[src/rtl/video_timing_gen_if.sv]
// ---------------------------------------------------------------------------
// video_timing_gen_if
// Pixel request bus between the raster timing engine and the pixel source.
//   data_req    : pixel_xpos/pixel_ypos carry a valid request this cycle
//   pixel_xpos  : requested column
//   pixel_ypos  : requested row
//   pixel_data  : RGB565 word returned by the source at fixed latency
// master = timing engine (issues requests), slave = pixel source.
// ---------------------------------------------------------------------------
interface video_timing_gen_if;
   logic        data_req;
   logic [11:0] pixel_xpos;
   logic [11:0] pixel_ypos;
   logic [15:0] pixel_data;

   modport master (
      output data_req,
      output pixel_xpos,
      output pixel_ypos,
      input  pixel_data
   );

   modport slave (
      input  data_req,
      input  pixel_xpos,
      input  pixel_ypos,
      output pixel_data
   );
endinterface

[src/rtl/video_timing_gen.sv]
// ---------------------------------------------------------------------------
// video_timing_gen
// Raster timing engine for the HDMI output path. Walks a horizontal and a
// vertical counter over the full frame, asks the pixel source for each
// active pixel early enough to hide its read latency, expands the returned
// RGB565 word to RGB888 and presents registered sync/de/rgb to the encoder.
//
// Ports:
//   pixel_clk   : pixel clock, all logic on its rising edge
//   rst         : asynchronous active-high reset
//   pix         : request bus (data_req, pixel_xpos, pixel_ypos out,
//                 pixel_data in)
//   video_hs    : horizontal sync, active level SYNC_POL
//   video_vs    : vertical sync, active level SYNC_POL
//   video_de    : display enable
//   video_rgb   : RGB888 pixel, zero outside the active area
//   frame_start : one-cycle pulse on the first output cycle of a frame
// ---------------------------------------------------------------------------
module video_timing_gen #(
   parameter int H_SYNC   = 40,
   parameter int H_BACK   = 220,
   parameter int H_DISP   = 1280,
   parameter int H_FRONT  = 110,
   parameter int V_SYNC   = 5,
   parameter int V_BACK   = 20,
   parameter int V_DISP   = 720,
   parameter int V_FRONT  = 5,
   parameter int SYNC_POL = 1,
   parameter int DATA_LAT = 1
) (
   input  logic               pixel_clk,
   input  logic               rst,
   video_timing_gen_if.master pix,
   output logic               video_hs,
   output logic               video_vs,
   output logic               video_de,
   output logic [23:0]        video_rgb,
   output logic               frame_start
);

   localparam int H_TOTAL = H_SYNC + H_BACK + H_DISP + H_FRONT;
   localparam int V_TOTAL = V_SYNC + V_BACK + V_DISP + V_FRONT;
   localparam int H_ACT_S = H_SYNC + H_BACK;
   localparam int H_ACT_E = H_ACT_S + H_DISP;
   localparam int V_ACT_S = V_SYNC + V_BACK;
   localparam int V_ACT_E = V_ACT_S + V_DISP;

   localparam logic [11:0] H_LAST    = 12'(H_TOTAL - 1);
   localparam logic [11:0] V_LAST    = 12'(V_TOTAL - 1);
   localparam logic [11:0] H_SYNC_E  = 12'(H_SYNC);
   localparam logic [11:0] V_SYNC_E  = 12'(V_SYNC);
   localparam logic [11:0] H_ACT_S_C = 12'(H_ACT_S);
   localparam logic [11:0] H_ACT_E_C = 12'(H_ACT_E);
   localparam logic [11:0] V_ACT_S_C = 12'(V_ACT_S);
   localparam logic [11:0] V_ACT_E_C = 12'(V_ACT_E);
   localparam logic [11:0] REQ_S     = 12'(H_ACT_S - DATA_LAT);
   localparam logic [11:0] REQ_E     = 12'(H_ACT_E - DATA_LAT);
   localparam logic        ACT_LVL   = (SYNC_POL != 0);

   // Illegal parameter sets are rejected at elaboration: the request window
   // has to fit inside the blanking that precedes the active area, and the
   // 12-bit counters must hold the whole raster.
   if (DATA_LAT < 0 || DATA_LAT > 3) begin : gBadLatRange
      $error("video_timing_gen: DATA_LAT must be in 0..3");
   end
   if (H_ACT_S < DATA_LAT) begin : gBadLatFit
      $error("video_timing_gen: H_SYNC+H_BACK must be >= DATA_LAT");
   end
   if (H_TOTAL > 4096 || V_TOTAL > 4096) begin : gBadTotal
      $error("video_timing_gen: raster does not fit 12-bit counters");
   end

   logic [11:0] hCnt_q, hCnt_d;
   logic [11:0] vCnt_q, vCnt_d;
   logic        vActive;
   logic        deInt;
   logic        reqInt;
   logic [23:0] rgbExp;
   logic        hs_q, vs_q, de_q, frameStart_q;
   logic [23:0] rgb_q;

   // Next raster position: the line counter advances only when the pixel
   // counter wraps, and the frame wraps on the last pixel of the last line.
   always_comb begin
      hCnt_d = hCnt_q + 12'd1;
      vCnt_d = vCnt_q;
      if (hCnt_q == H_LAST) begin
         hCnt_d = '0;
         vCnt_d = (vCnt_q == V_LAST) ? '0 : vCnt_q + 12'd1;
      end
   end

   // Raster counters. Reset parks them at (0,0) so the first frame after
   // release begins cleanly regardless of where the previous one stopped.
   always_ff @(posedge pixel_clk or posedge rst) begin
      if (rst) begin
         hCnt_q <= '0;
         vCnt_q <= '0;
      end else begin
         hCnt_q <= hCnt_d;
         vCnt_q <= vCnt_d;
      end
   end

   // Region decode. The request window is the active window shifted left by
   // the source latency, so the word for column x lands exactly when the
   // internal enable reaches column x. Because the shift is to the left it
   // can never spill into the following line. Requests are held off while
   // reset is asserted.
   always_comb begin
      vActive = (vCnt_q >= V_ACT_S_C) && (vCnt_q < V_ACT_E_C);
      deInt   = (hCnt_q >= H_ACT_S_C) && (hCnt_q < H_ACT_E_C) && vActive;
      reqInt  = (hCnt_q >= REQ_S) && (hCnt_q < REQ_E) && vActive && !rst;
      pix.data_req   = reqInt;
      pix.pixel_xpos = reqInt ? (hCnt_q - REQ_S) : '0;
      pix.pixel_ypos = reqInt ? (vCnt_q - V_ACT_S_C) : '0;
   end

   // RGB565 to RGB888 by replicating each channel's top bits into the new
   // low bits, so full-scale maps to 0xFF and zero stays zero.
   always_comb begin
      rgbExp = {pix.pixel_data[15:11], pix.pixel_data[15:13],
                pix.pixel_data[10:5],  pix.pixel_data[10:9],
                pix.pixel_data[4:0],   pix.pixel_data[4:2]};
   end

   // Single output register stage: every video output reflects the counter
   // state of the previous cycle. Pixel data is only captured while the
   // internal enable is high, so whatever the source drives during blanking
   // never reaches the encoder.
   always_ff @(posedge pixel_clk or posedge rst) begin
      if (rst) begin
         hs_q         <= ~ACT_LVL;
         vs_q         <= ~ACT_LVL;
         de_q         <= 1'b0;
         rgb_q        <= '0;
         frameStart_q <= 1'b0;
      end else begin
         hs_q         <= (hCnt_q < H_SYNC_E) ? ACT_LVL : ~ACT_LVL;
         vs_q         <= (vCnt_q < V_SYNC_E) ? ACT_LVL : ~ACT_LVL;
         de_q         <= deInt;
         rgb_q        <= deInt ? rgbExp : 24'h000000;
         frameStart_q <= (hCnt_q == '0) && (vCnt_q == '0);
      end
   end

   assign video_hs    = hs_q;
   assign video_vs    = vs_q;
   assign video_de    = de_q;
   assign video_rgb   = rgb_q;
   assign frame_start = frameStart_q;

endmodule

[src/flat_wrapper.sv]
// flat-port wrapper written by rule: the top's interface ports become plain ports
module video_timing_gen_flat 
#(
   parameter int H_SYNC   = 40,
   parameter int H_BACK   = 220,
   parameter int H_DISP   = 1280,
   parameter int H_FRONT  = 110,
   parameter int V_SYNC   = 5,
   parameter int V_BACK   = 20,
   parameter int V_DISP   = 720,
   parameter int V_FRONT  = 5,
   parameter int SYNC_POL = 1,
   parameter int DATA_LAT = 1
)
  (pixel_clk, rst, video_hs, video_vs, video_de, video_rgb, frame_start, pix_data_req, pix_pixel_xpos, pix_pixel_ypos, pix_pixel_data);
  video_timing_gen_if pix_i ();
  input  logic pixel_clk;
  input  logic rst;
  output logic video_hs;
  output logic video_vs;
  output logic video_de;
  output logic [23:0] video_rgb;
  output logic frame_start;
  output wire logic [$bits(pix_i.data_req)-1:0] pix_data_req;
  output wire logic [$bits(pix_i.pixel_xpos)-1:0] pix_pixel_xpos;
  output wire logic [$bits(pix_i.pixel_ypos)-1:0] pix_pixel_ypos;
  input wire logic [$bits(pix_i.pixel_data)-1:0] pix_pixel_data;
  assign pix_data_req = pix_i.data_req;
  assign pix_pixel_xpos = pix_i.pixel_xpos;
  assign pix_pixel_ypos = pix_i.pixel_ypos;
  assign pix_i.pixel_data = pix_pixel_data;
  video_timing_gen #(.H_SYNC(H_SYNC), .H_BACK(H_BACK), .H_DISP(H_DISP), .H_FRONT(H_FRONT), .V_SYNC(V_SYNC), .V_BACK(V_BACK), .V_DISP(V_DISP), .V_FRONT(V_FRONT), .SYNC_POL(SYNC_POL), .DATA_LAT(DATA_LAT)) u_core (.pixel_clk(pixel_clk), .rst(rst), .pix(pix_i), .video_hs(video_hs), .video_vs(video_vs), .video_de(video_de), .video_rgb(video_rgb), .frame_start(frame_start));
endmodule
[config.mk]
export PLATFORM = sky130hd
export DESIGN_NAME = video_timing_gen_flat
export DESIGN_NICKNAME = d
export VERILOG_FILES = /design/src/rtl/video_timing_gen_if.sv /design/src/rtl/video_timing_gen.sv /design/src/flat_wrapper.sv
export SDC_FILE = /design/constraint.sdc
export NUM_CORES = 1
export LEC_CHECK = 0
export CAP_MARGIN = 20
export CORE_MARGIN = 4
export CORE_UTILIZATION = 45
export DETAILED_ROUTE_END_ITERATION = 8
export PLACE_DENSITY = 0.74
export SLEW_MARGIN = 20
export SYNTH_ARGS = -nofsm -noshare
export SYNTH_HDL_FRONTEND = slang
export SYNTH_SLANG_ARGS = --single-unit
export TNS_END_PERCENT = 20
[constraint.sdc]
create_clock -name pixel_clk -period 2.1 [get_ports pixel_clk]
set_clock_uncertainty 0.15 [all_clocks]
set_input_delay 0.42 -clock pixel_clk [delete_from_list [all_inputs] [get_ports pixel_clk]]
set_output_delay 0.42 -clock pixel_clk [all_outputs]
set_load 0.01 [all_outputs]
==> results by group, run 1 <==
Worst setup path
  – Worst path max stage delay: 460 ps
  – CP bufs+invs: 4
  – Worst setup path class: reg2out
  – CP max stage cell: o311ai_0
  – CP dominant cell by count: buf_4
  – Worst r2r src: u_core.hCnt_q[1]$_DFF_PP0_
  – WP depth: 8
  – CP max FO: 4
  – Worst Reg-to-Reg Cells: 9
  – Startpoint Class: flip-flop
  – Setup crit end kind: primary output
  – WP data required: 1530 ps
  – Worst Path Arrival: 2240 ps
  – CP cell instances: buf_4, buf_4, o311ai_0, buf_4, nand2_1, xnor2_1, nor3_4, buf_2
  – CP top delay family: buffers and inverters
  – R2R setup slack: -90 ps
  – R2R Path End: u_core.vCnt_q[6]$_DFFE_PP0N_

Pwr
  – Power Density: 333 nW/µm²
  – Maximum VDD drop: 0.261 mV
  – Leak: 2.29 nW
  – Power, Total: 0.00161 W

Hold path
  – HP Class: in2async

Placed design
  – # placed instances: approximately 500
  – Final GP Congestion: 0.884
  – Buffers on Ports: 70
  – DPL Wire Length: a little over 6000 µm
  – Dpl ws: -774 ps

Flow run
  – Max_cap viols: 0

Synth
  – Top-count cell post-synth: dfrtp_1
  – Ys flop type: dfrtp_1
  – Leading post-synthesis cells by cell area: dfrtp_1, nor3_1, xnor2_1
  – Top cells by count, synth: dfrtp_1, nor3_1, inv_1
  – Synth Area per Inst: 9.38 µm²
  – Cell Area, Synth: 2870 µm²
  – Post-Syn Instances: a little over 300
  – Syn. warnings: 0
  – Async SR Flop Fraction: 100%
  – Top cell type by total area after synthesis: dfrtp_1
  – Post-synthesis register bit count: 44
  – Yosys top cell area share: a little under two fifths
  – Distinct cells, synth: 56
  – Post-synth EDFFs: 0
  – Sequential element share of the synthesized area: about two fifths
  – Synth Net Count: between 300 and 400

Floorplanning
  – Die width: 87.9 µm
  – Initial cell density of the core: 47.4%
  – IO Pins: 71
  – Row cnt: 28
  – Die Y: 87.9 µm
  – Die area: 7720 µm²
  – Core area: about 6100 µm²

Layout
  – Area growth from synthesis to layout: 68.1%
  – Fraction of layout cells with a size suffix above 1: 44.9%
  – Post-layout instance count excluding filler cells: 534
  – Antenna cells: 0
  – # nets final: 483
  – Utilization after layout: 79.6%

Clock tree
  – Clock root cell: clkbuf_8
  – Post-CTS Hold Fix Bufs: 0
  – CTS sink count: 44
  – CTS tree: done
  – Worst skew pair latency: 300 ps
  – Clock transition at path regs: 90 ps
  – H-tree depth: 2
  – Clock Tree Buf Depth: 2
  – Num CTS Buffers: 5

Global route
  – Pin count of the biggest net entering global routing: 44
  – Vias in the first global route: 2,828
  – GRT Resource Usage Total: 22.8%
  – Gr ovfl total: 0
  – Initial antenna violation count: 0
  – Global-route wire length before repair: 13,700 µm

STA
  – Worst Max-Slew Pin Slew: 544 ps
  – Tcrit/Tclk final: 134%
  – Setup ws final: -709 ps
  – Slew Limit Fails: 0
  – Slew HR: 63.3%
  – RSZ-0062 raised after global routing: yes
  – Post-layout min period: 2810 ps
  – Final hold vios: 0
  – Hold WS: 234 ps
  – F_max: between 300 and 400 MHz
  – Final setup viols: 30

Routing
  – Iteration-0 DRC Markers: around 220
  – Routed WL per cell: 17.1 µm
  – Drt drc: 0
  – Drt total wl: between 9000 and 10,000 µm
  – ANT nets after route: 0
  – Via count of the routed design: 2,934
  – First-pass DRT Iterations: 4
  – DR vias/cell: approximately 5.5

Status
  – Failing checks: setup timing
  – Status: finished, violations left
## repair_timing
| item | CTS | global route |
|---|---|---|
| setup endpoints to repair | 40 | 44 |
| gates cloned | 0 | 1 |
| resized for setup | 121 | 20 |
| endpoints found under the hold margin | 0 | 0 |
| setup buffers | 9 | 8 |
| pin swaps | 15 | 22 |
## final cells by class
class | instances | area [µm²]
inverter | 27 | 101
clock buffer | 5 | 68.8
sequential | 44 | 1100
tap | 75 | 93.8
timing repair buffer | 177 | 1580
fill | 364 | 1230
clock inverter | 3 | 42.5
multi-input combinational | 203 | 1840
## metrics by stage
step                TNS [ps]  area, µm²
floorplan              -4170       3180
finish                -15140       4830
CTS                   -15060       4650
detailed placement    -18130       4470
global route          -18260       4830
global placement      -17210       4470
## sequential cells by signal, indices dropped and copies added, names as in the netlist
register	flops
u_core.video_hs	1
u_core.vCnt_q	12
u_core.video_de	1
u_core.video_vs	1
u_core.hCnt_q	12
u_core.video_rgb	16
u_core.frame_start	1
## layout by cell type, fill, tap and decap left out, types with 3 or more instances in the layout
| master | netlist | layout |
|---|---|---|
| nor2b_1 | 3 | 3 |
| nor3_4 | 0 | 22 |
| ha_1 | 7 | 5 |
| buf_2 | 16 | 22 |
| a21oi_1 | 3 | 3 |
| clkbuf_8 | 0 | 5 |
| buf_6 | 2 | 13 |
| inv_1 | 27 | 24 |
| or3_1 | 5 | 4 |
| xnor2_1 | 15 | 15 |
| buf_4 | 13 | 86 |
| nand4_1 | 6 | 6 |
| nor2_1 | 17 | 17 |
| dfrtp_1 | 44 | 41 |
| nand2_1 | 13 | 13 |
| buf_12 | 0 | 10 |
| xor2_1 | 13 | 13 |
| inv_2 | 0 | 3 |
| clkdlybuf4s50_1 | 0 | 45 |
| nand3_1 | 10 | 10 |
| nor3_2 | 6 | 7 |
| and3_1 | 5 | 5 |
| o21ai_0 | 9 | 7 |
| dfrtp_2 | 0 | 3 |
| a22o_1 | 3 | 3 |
| nor3_1 | 39 | 16 |
| nor4_4 | 3 | 4 |
| o211ai_1 | 3 | 3 |
## worst max path at each step
stage	slack, ps	endpoint	from
finish	-710	pix_pixel_ypos[9]	u_core.vCnt_q[0]$_DFFE_PP0N_
CTS	-640	pix_pixel_xpos[0]	u_core.hCnt_q[1]$_DFF_PP0_
global route	-850	pix_pixel_ypos[7]	u_core.vCnt_q[0]$_DFFE_PP0N_
global placement	-700	pix_pixel_xpos[4]	u_core.hCnt_q[0]$_DFF_PP0_
floorplan	-180	pix_pixel_xpos[3]	u_core.hCnt_q[0]$_DFF_PP0_
detailed placement	-770	pix_pixel_ypos[8]	u_core.vCnt_q[0]$_DFFE_PP0N_
## power breakdown
group          internal (W)  switching (W)  leakage [nW]
registers          0.000846              0         0.592
clock network      0.000352       0.000301        0.0541
logic             0.0000588      0.0000506          1.64
## layer usage
metal  vias up  share of wire [%]  track usage (%)
li1       1360                  -                -
met5         -                  0                0
met2       142                 49             38.8
met4         0                2.2             6.14
met3        20                9.1             6.21
met1      1412                 39             28.7
## cell families after synthesis
family | after synthesis | share of synthesized area [%]
and+or+nand+nor | 126 | 26.6
buffers and inverters | 59 | 10.6
DFF | 44 | 38.3
AOI/OAI and AO/OA | 39 | 11.6
xor gates and xnor gates | 29 | 9.11
adders and majority gates | 7 | 3.05
muxes | 2 | 0.697
Power figures use the tool's default switching activity.
==> run 2: changes to the inputs <==
--- a/config.mk
+++ b/config.mk
@@ -5,7 +5,7 @@
 export SDC_FILE = /design/constraint.sdc
 export NUM_CORES = 1
 export LEC_CHECK = 0
-export CAP_MARGIN = 20
+export CORE_ASPECT_RATIO = 0.8
 export CORE_MARGIN = 4
 export CORE_UTILIZATION = 45
 export DETAILED_ROUTE_END_ITERATION = 8
==> run 2 against run 1 <==
Net effect: the run still ends with setup timing left; global-route usage rose by 3.6 points; worst hold slack improved by 160 ps; cell area rose by 1.7%; setup slack improved by 91 ps; register-to-register slack got worse by 60 ps; critical path type unchanged; critical endpoint is now pix_pixel_xpos[6].
==> results by group, run 2 (synthesis results as in run 1) <==
Status
  – Status: finished, violations left
  – Failing checks: setup timing

STA
  – Slew Limit Fails: 0
  – Tcrit/Tclk final: 129%
  – Final setup viols: 33
  – Hold WS: 393 ps
  – Post-layout min period: between 2000 and 3000 ps
  – Setup ws final: -618 ps
  – Slew HR: 66.8%
  – RSZ-0062 raised after global routing: yes
  – Worst Max-Slew Pin Slew: 494 ps
  – F_max: 368 MHz
  – Final hold vios: 0

Worst setup path
  – WP data required: 1530 ps
  – Setup crit end kind: primary output
  – CP top delay family: simple AND/OR/NAND/NOR gates
  – CP cell instances: ha_4, or3_4, a41oi_4, o21ai_4, buf_4, nor3_4, buf_2
  – Worst setup path class: reg2out
  – CP max FO: 5
  – CP bufs+invs: 2
  – Startpoint Class: flip-flop
  – Worst path max stage delay: 430 ps
  – CP max stage cell: dfrtp_1
  – Worst Path Arrival: approximately 2200 ps

Layout
  – Most frequent cells in the layout: buf_4, clkdlybuf4s50_1, dfrtp_1
  – Fill cell count: 333
  – Utilization after layout: between 80 and 90%
  – Antenna cells: 0
  – Area growth from synthesis to layout: 71.0%
  – Max reg flops: 16
  – # nets final: 492
  – Fraction of layout cells with a size suffix above 1: 48.9%
  – Commonest non-fill, non-tap cell in the layout: buf_4

Routing
  – First-pass DRT Iterations: 5
  – Drt drc: 0
  – Via count of the routed design: approximately 3,000
  – Iteration-0 DRC Markers: 196
  – Drt total wl: approximately 10,000 µm
  – Routed WL per cell: about 18 µm
  – ANT nets after route: 0
  – DR vias/cell: approximately 5.5

Clock tree
  – Clock transition at path regs: around 90 ps
  – Post-CTS Hold Fix Bufs: 0
  – Worst skew pair latency: 310 ps
  – H-tree depth: 2
  – Clock root cell: clkbuf_8
  – CTS sink count: 44
  – Num CTS Buffers: 5
  – Clock Tree Buf Depth: 2
  – CTS tree: done

Flow run
  – Max_cap viols: 0

Global route
  – Initial antenna violation count: 0
  – Gr ovfl total: 0
  – Global-route wire length before repair: 16,200 µm
  – GRT Resource Usage Total: 26.4%
  – Vias in the first global route: 3,161
  – Pin count of the biggest net entering global routing: 29

Pwr
  – Power, Total: between 0.0015 and 0.002 W
  – Power Density: 336 nW/µm²
  – Maximum VDD drop: 0.370 mV
  – Leak: 2.26 nW

Hold path
  – HP Class: in2async

Floorplanning
  – Die Y: approximately 79 µm
  – IO Pins: 71
  – Initial cell density of the core: a little under half
  – Die area: 7730 µm²
  – Core area: 6040 µm²
  – Die width: 97.3 µm
  – Row cnt: 25

Placed design
  – DPL Wire Length: between 6000 and 7000 µm
  – Final GP Congestion: 0.900
  – Buffers on Ports: 70
-- run 2: per-stage QoR --
stage          TNS, ps  setup WS [ps]  cell area (µm²)  instances
2_1_floorplan    -4170           -184             3180        306
3_3_place_gp    -19340           -757             4560        530
3_5_place_dp    -20430           -824             4560        530
4_1_cts         -13760           -587             4790        546
5_1_grt         -17410           -684             4910        549
6_report        -14970           -618             4910        549
-- run 2: worst min-delay path, stage by stage --
cell             delay [ps]
clkdlybuf4s50_1         460
inv_1                   100
buf_4                   250
-- run 2: cell type report --
type	count	area (µm²)	share of cell area, %
Multi-Input combinational cell	205	1940	39.6
Clock inverter	2	38.8	0.790
Tap cell	81	101	2.06
Clock buffer	6	82.6	1.68
Sequential cell	44	1100	22.5
Inverter	27	101	2.06
Timing Repair Buffer	184	1540	31.3
-- run 2: where the power goes --
group	total (W)	switching, W	internal, W
logic	0.000103	0.0000528	0.0000500
clock network	0.000701	0.000312	0.000389
registers	0.000846	0	0.000846
total	0.00165	0.000365	0.00129
-- run 2: layer usage --
layer  global-route usage, %  wire length (µm)  vias up
li1                        -                 -     1380
met1                    32.7              4170     1478
met2                    47.2              4970      147
met3                    4.45               624       29
met4                    9.13               232        0
met5                       0                 0        -
-- run 2: what timing repair did --
| item | in CTS | in global routing |
|---|---|---|
| resized for setup | 137 | 22 |
| setup buffers | 7 | 3 |
| cloned | 2 | 0 |
| endpoints found under the setup margin | 44 | 52 |
| pin swaps | 17 | 17 |
-- run 2: worst paths after layout --
kind,from,cells past startpoint,slack (ps),to
min in group pixel_clk,u_core.vCnt_q[11]$_DFFE_PP0N_,2,460,u_core.vCnt_q[11]$_DFFE_PP0N_
worst max register to register,u_core.hCnt_q[1]$_DFF_PP0_,9,-150,u_core.vCnt_q[6]$_DFFE_PP0N_
max in group asynchronous,rst,3,1050,u_core.hCnt_q[0]$_DFF_PP0_
worst max-delay path,u_core.hCnt_q[1]$_DFF_PP0_,7,-620,pix_pixel_xpos[6]
worst min-delay path,rst,3,390,u_core.video_rgb[3]$_DFF_PP0_
worst min register to register,u_core.vCnt_q[11]$_DFFE_PP0N_,2,460,u_core.vCnt_q[11]$_DFFE_PP0N_
==> run 3: changes to the inputs <==
--- a/config.mk
+++ b/config.mk
@@ -5,9 +5,11 @@
 export SDC_FILE = /design/constraint.sdc
 export NUM_CORES = 1
 export LEC_CHECK = 0
+export CELL_PAD_IN_SITES_DETAIL_PLACEMENT = 1
+export CELL_PAD_IN_SITES_GLOBAL_PLACEMENT = 1
 export CORE_ASPECT_RATIO = 0.8
 export CORE_MARGIN = 4
-export CORE_UTILIZATION = 45
+export CORE_UTILIZATION = 34
 export DETAILED_ROUTE_END_ITERATION = 8
 export PLACE_DENSITY = 0.74
 export SLEW_MARGIN = 20
==> run 3 against run 2 <==
Net effect: non-clock buffer count is 9 lower; cell area fell by 2.7%; sequential power barely moved; combinational power up 8%; setup slack worse by 87 ps; the flow still finishes with violations (setup timing); global-route usage decreased by 3.1 points; utilization fell by 22 points; critical path type unchanged; routed wire length up 22%; maximum frequency is 3.1% lower.
==> results by group, run 3 (synthesis results as in run 1) <==
Status
  – Status: finished, violations left
  – Failing checks: setup timing

Worst setup path
  – CP cell instances: ha_4, nor3_2, a21boi_1, o211ai_4, buf_6, nor3_4, buf_2
  – Startpoint Class: flip-flop
  – R2R setup slack: -180 ps
  – CP bufs+invs: 2
  – WP data required: between 1500 and 2000 ps
  – Worst path max stage delay: 430 ps
  – Setup crit end kind: primary output
  – Worst setup path class: reg2out
  – CP max FO: 5
  – CP top delay family: compound AO/OA/AOI/OAI gates
  – Worst Path Arrival: 2240 ps
  – CP max stage cell: dfrtp_1

Layout
  – Max reg flops: 16
  – Antenna cells: 0
  – Utilization after layout: about three fifths
  – Fill cell count: 892
  – Cell area after layout: ~4800 µm²
  – Most frequent cells in the layout: buf_4, clkdlybuf4s50_1, dfrtp_1
  – Area taken by flip-flops and latches: 1110 µm²
  – Commonest non-fill, non-tap cell in the layout: buf_4
  – Area growth from synthesis to layout: 66.4%
  – Multi-input logic area: between 1500 and 2000 µm²
  – Fraction of layout cells with a size suffix above 1: 46.2%
  – # nets final: 481

Pwr
  – Psw: 0.000361 W
  – Share of total power in sequential cells: 56.5%
  – Leak: 2.23 nW
  – Switching part of the total power: 24.1%
  – Clk network pwr share: 36.1%
  – Maximum VDD drop: 0.251 mV
  – Power Density: 313 nW/µm²
  – Internal power: about 0.0011 W
  – Comb pwr share: under 10%

Floorplanning
  – Initial cell density of the core: 35.5%
  – Row cnt: 29
  – Die width: roughly 110 µm
  – Core area: 8090 µm²
  – Die Y: 90.2 µm
  – Die area: 9990 µm²
  – IO Pins: 71

Clock tree
  – Clock root cell: clkbuf_8
  – Clock transition at path regs: 90 ps
  – Clock Tree Buf Depth: 2
  – Num CTS Buffers: 5
  – CTS sink count: 44
  – H-tree depth: 2
  – Post-CTS Hold Fix Bufs: 0
  – CTS tree: done
  – Worst skew pair latency: 310 ps

STA
  – RSZ-0062 raised after global routing: yes
  – Setup ws final: -705 ps
  – Slew Limit Fails: 0
  – Tcrit/Tclk final: 134%
  – Post-layout min period: 2810 ps
  – F_max: 356 MHz
  – Final hold vios: 0
  – Slew HR: 66.8%
  – Final setup viols: 34
  – Hold WS: 433 ps
  – Worst Max-Slew Pin Slew: around 490 ps
  – Setup TNS: -18,020 ps

Hold path
  – HP Class: in2async

Placed design
  – Cell area after placement: 4540 µm²
  – Buffers on Ports: 70
  – Final GP Congestion: 0.854
  – Dpl ws: -773 ps
  – DPL Wire Length: 7980 µm

Global route
  – Global-route wire length before repair: between 15,000 and 20,000 µm
  – GR met2 Demand/Resource: 39.7%
  – GRT Resource Usage Total: 23.3%
  – Met3 global-route usage: around 4.7%
  – Global route hottest layer: met2
  – Vias in the first global route: approximately 3,300
  – Pin count of the biggest net entering global routing: 45
  – Gr ovfl total: 0
  – Met1 Track Usage GR: 29.7%
  – Initial antenna violation count: 0

Routing
  – DR vias/cell: between 5 and 6
  – Via count of the routed design: roughly 3,000
  – Drt drc: 0
  – Drt total wl: between 10,000 and 15,000 µm
  – ANT nets after route: 0
  – Iteration-0 DRC Markers: 213
  – Routed WL per cell: 21.5 µm
  – First-pass DRT Iterations: 4

Flow run
  – Max_cap viols: 0
==> run 3: area by class of cell <==
type	instances	area share, %
clock buffer	6	1.52
sequential	44	23.2
tap	108	2.83
multi-input combinational	203	38.9
inverter	27	2.12
clock inverter	2	0.262
timing repair buffer	175	31.2
==> run 3: path summary, 6_finish.rpt <==
path / start / endpoint / cells past startpoint
worst max-delay path: u_core.hCnt_q[1]$_DFF_PP0_ / pix_pixel_ypos[2] / 7
max in group asynchronous: rst / u_core.vCnt_q[4]$_DFFE_PP0N_ / 3
worst max register to register: u_core.hCnt_q[1]$_DFF_PP0_ / u_core.vCnt_q[6]$_DFFE_PP0N_ / 10
worst min-delay path: rst / u_core.vCnt_q[9]$_DFFE_PP0N_ / 3
min in group pixel_clk: pix_pixel_data[8] / u_core.video_rgb[13]$_DFF_PP0_ / 3
worst min register to register: u_core.vCnt_q[11]$_DFFE_PP0N_ / u_core.vCnt_q[11]$_DFFE_PP0N_ / 2
==> run 3: what timing repair did <==
item                       4_1_cts  5_1_grt
pin swaps                       19        7
resized for setup              139       15
setup endpoints to repair       44       40
buffers inserted                 7        3
==> run 3: metrics by stage <==
step | cells | power (W)
after floorplan | 306 | 0.000910
after global placement | 548 | 0.000960
after detailed placement | 548 | 0.000963
after CTS | 563 | 0.00151
after global routing | 565 | 0.00155
final | 565 | 0.00150
==> run 3: worst register-to-register path: stages, from the launching register on <==
cell and delay [ps]:
dfrtp_1 430, buf_6 150, buf_6 120, inv_2 50, ha_1 120, nor3b_2 150, buf_4 150, nand4_4 110
buf_6 180, or4_1 500, o21ai_1 100
==> run 3: power by group through the flow <==
stage | Combinational [W] | Clock [W] | Sequential (W)
floorplan | 0.0000465 | 0 | 0.000863
global placement | 0.0000968 | 0 | 0.000863
detailed placement | 0.0000997 | 0 | 0.000863
CTS | 0.000114 | 0.000547 | 0.000846
global route | 0.000119 | 0.000586 | 0.000846
finish | 0.000111 | 0.000540 | 0.000846
==> run 3: routing by layer <==
metal  vias to the layer above  routed length (µm)
met5                         -                   0
met4                         0                 289
met3                        23                 723
met2                       137                6150
met1                      1521                4990
li1                       1352                   -
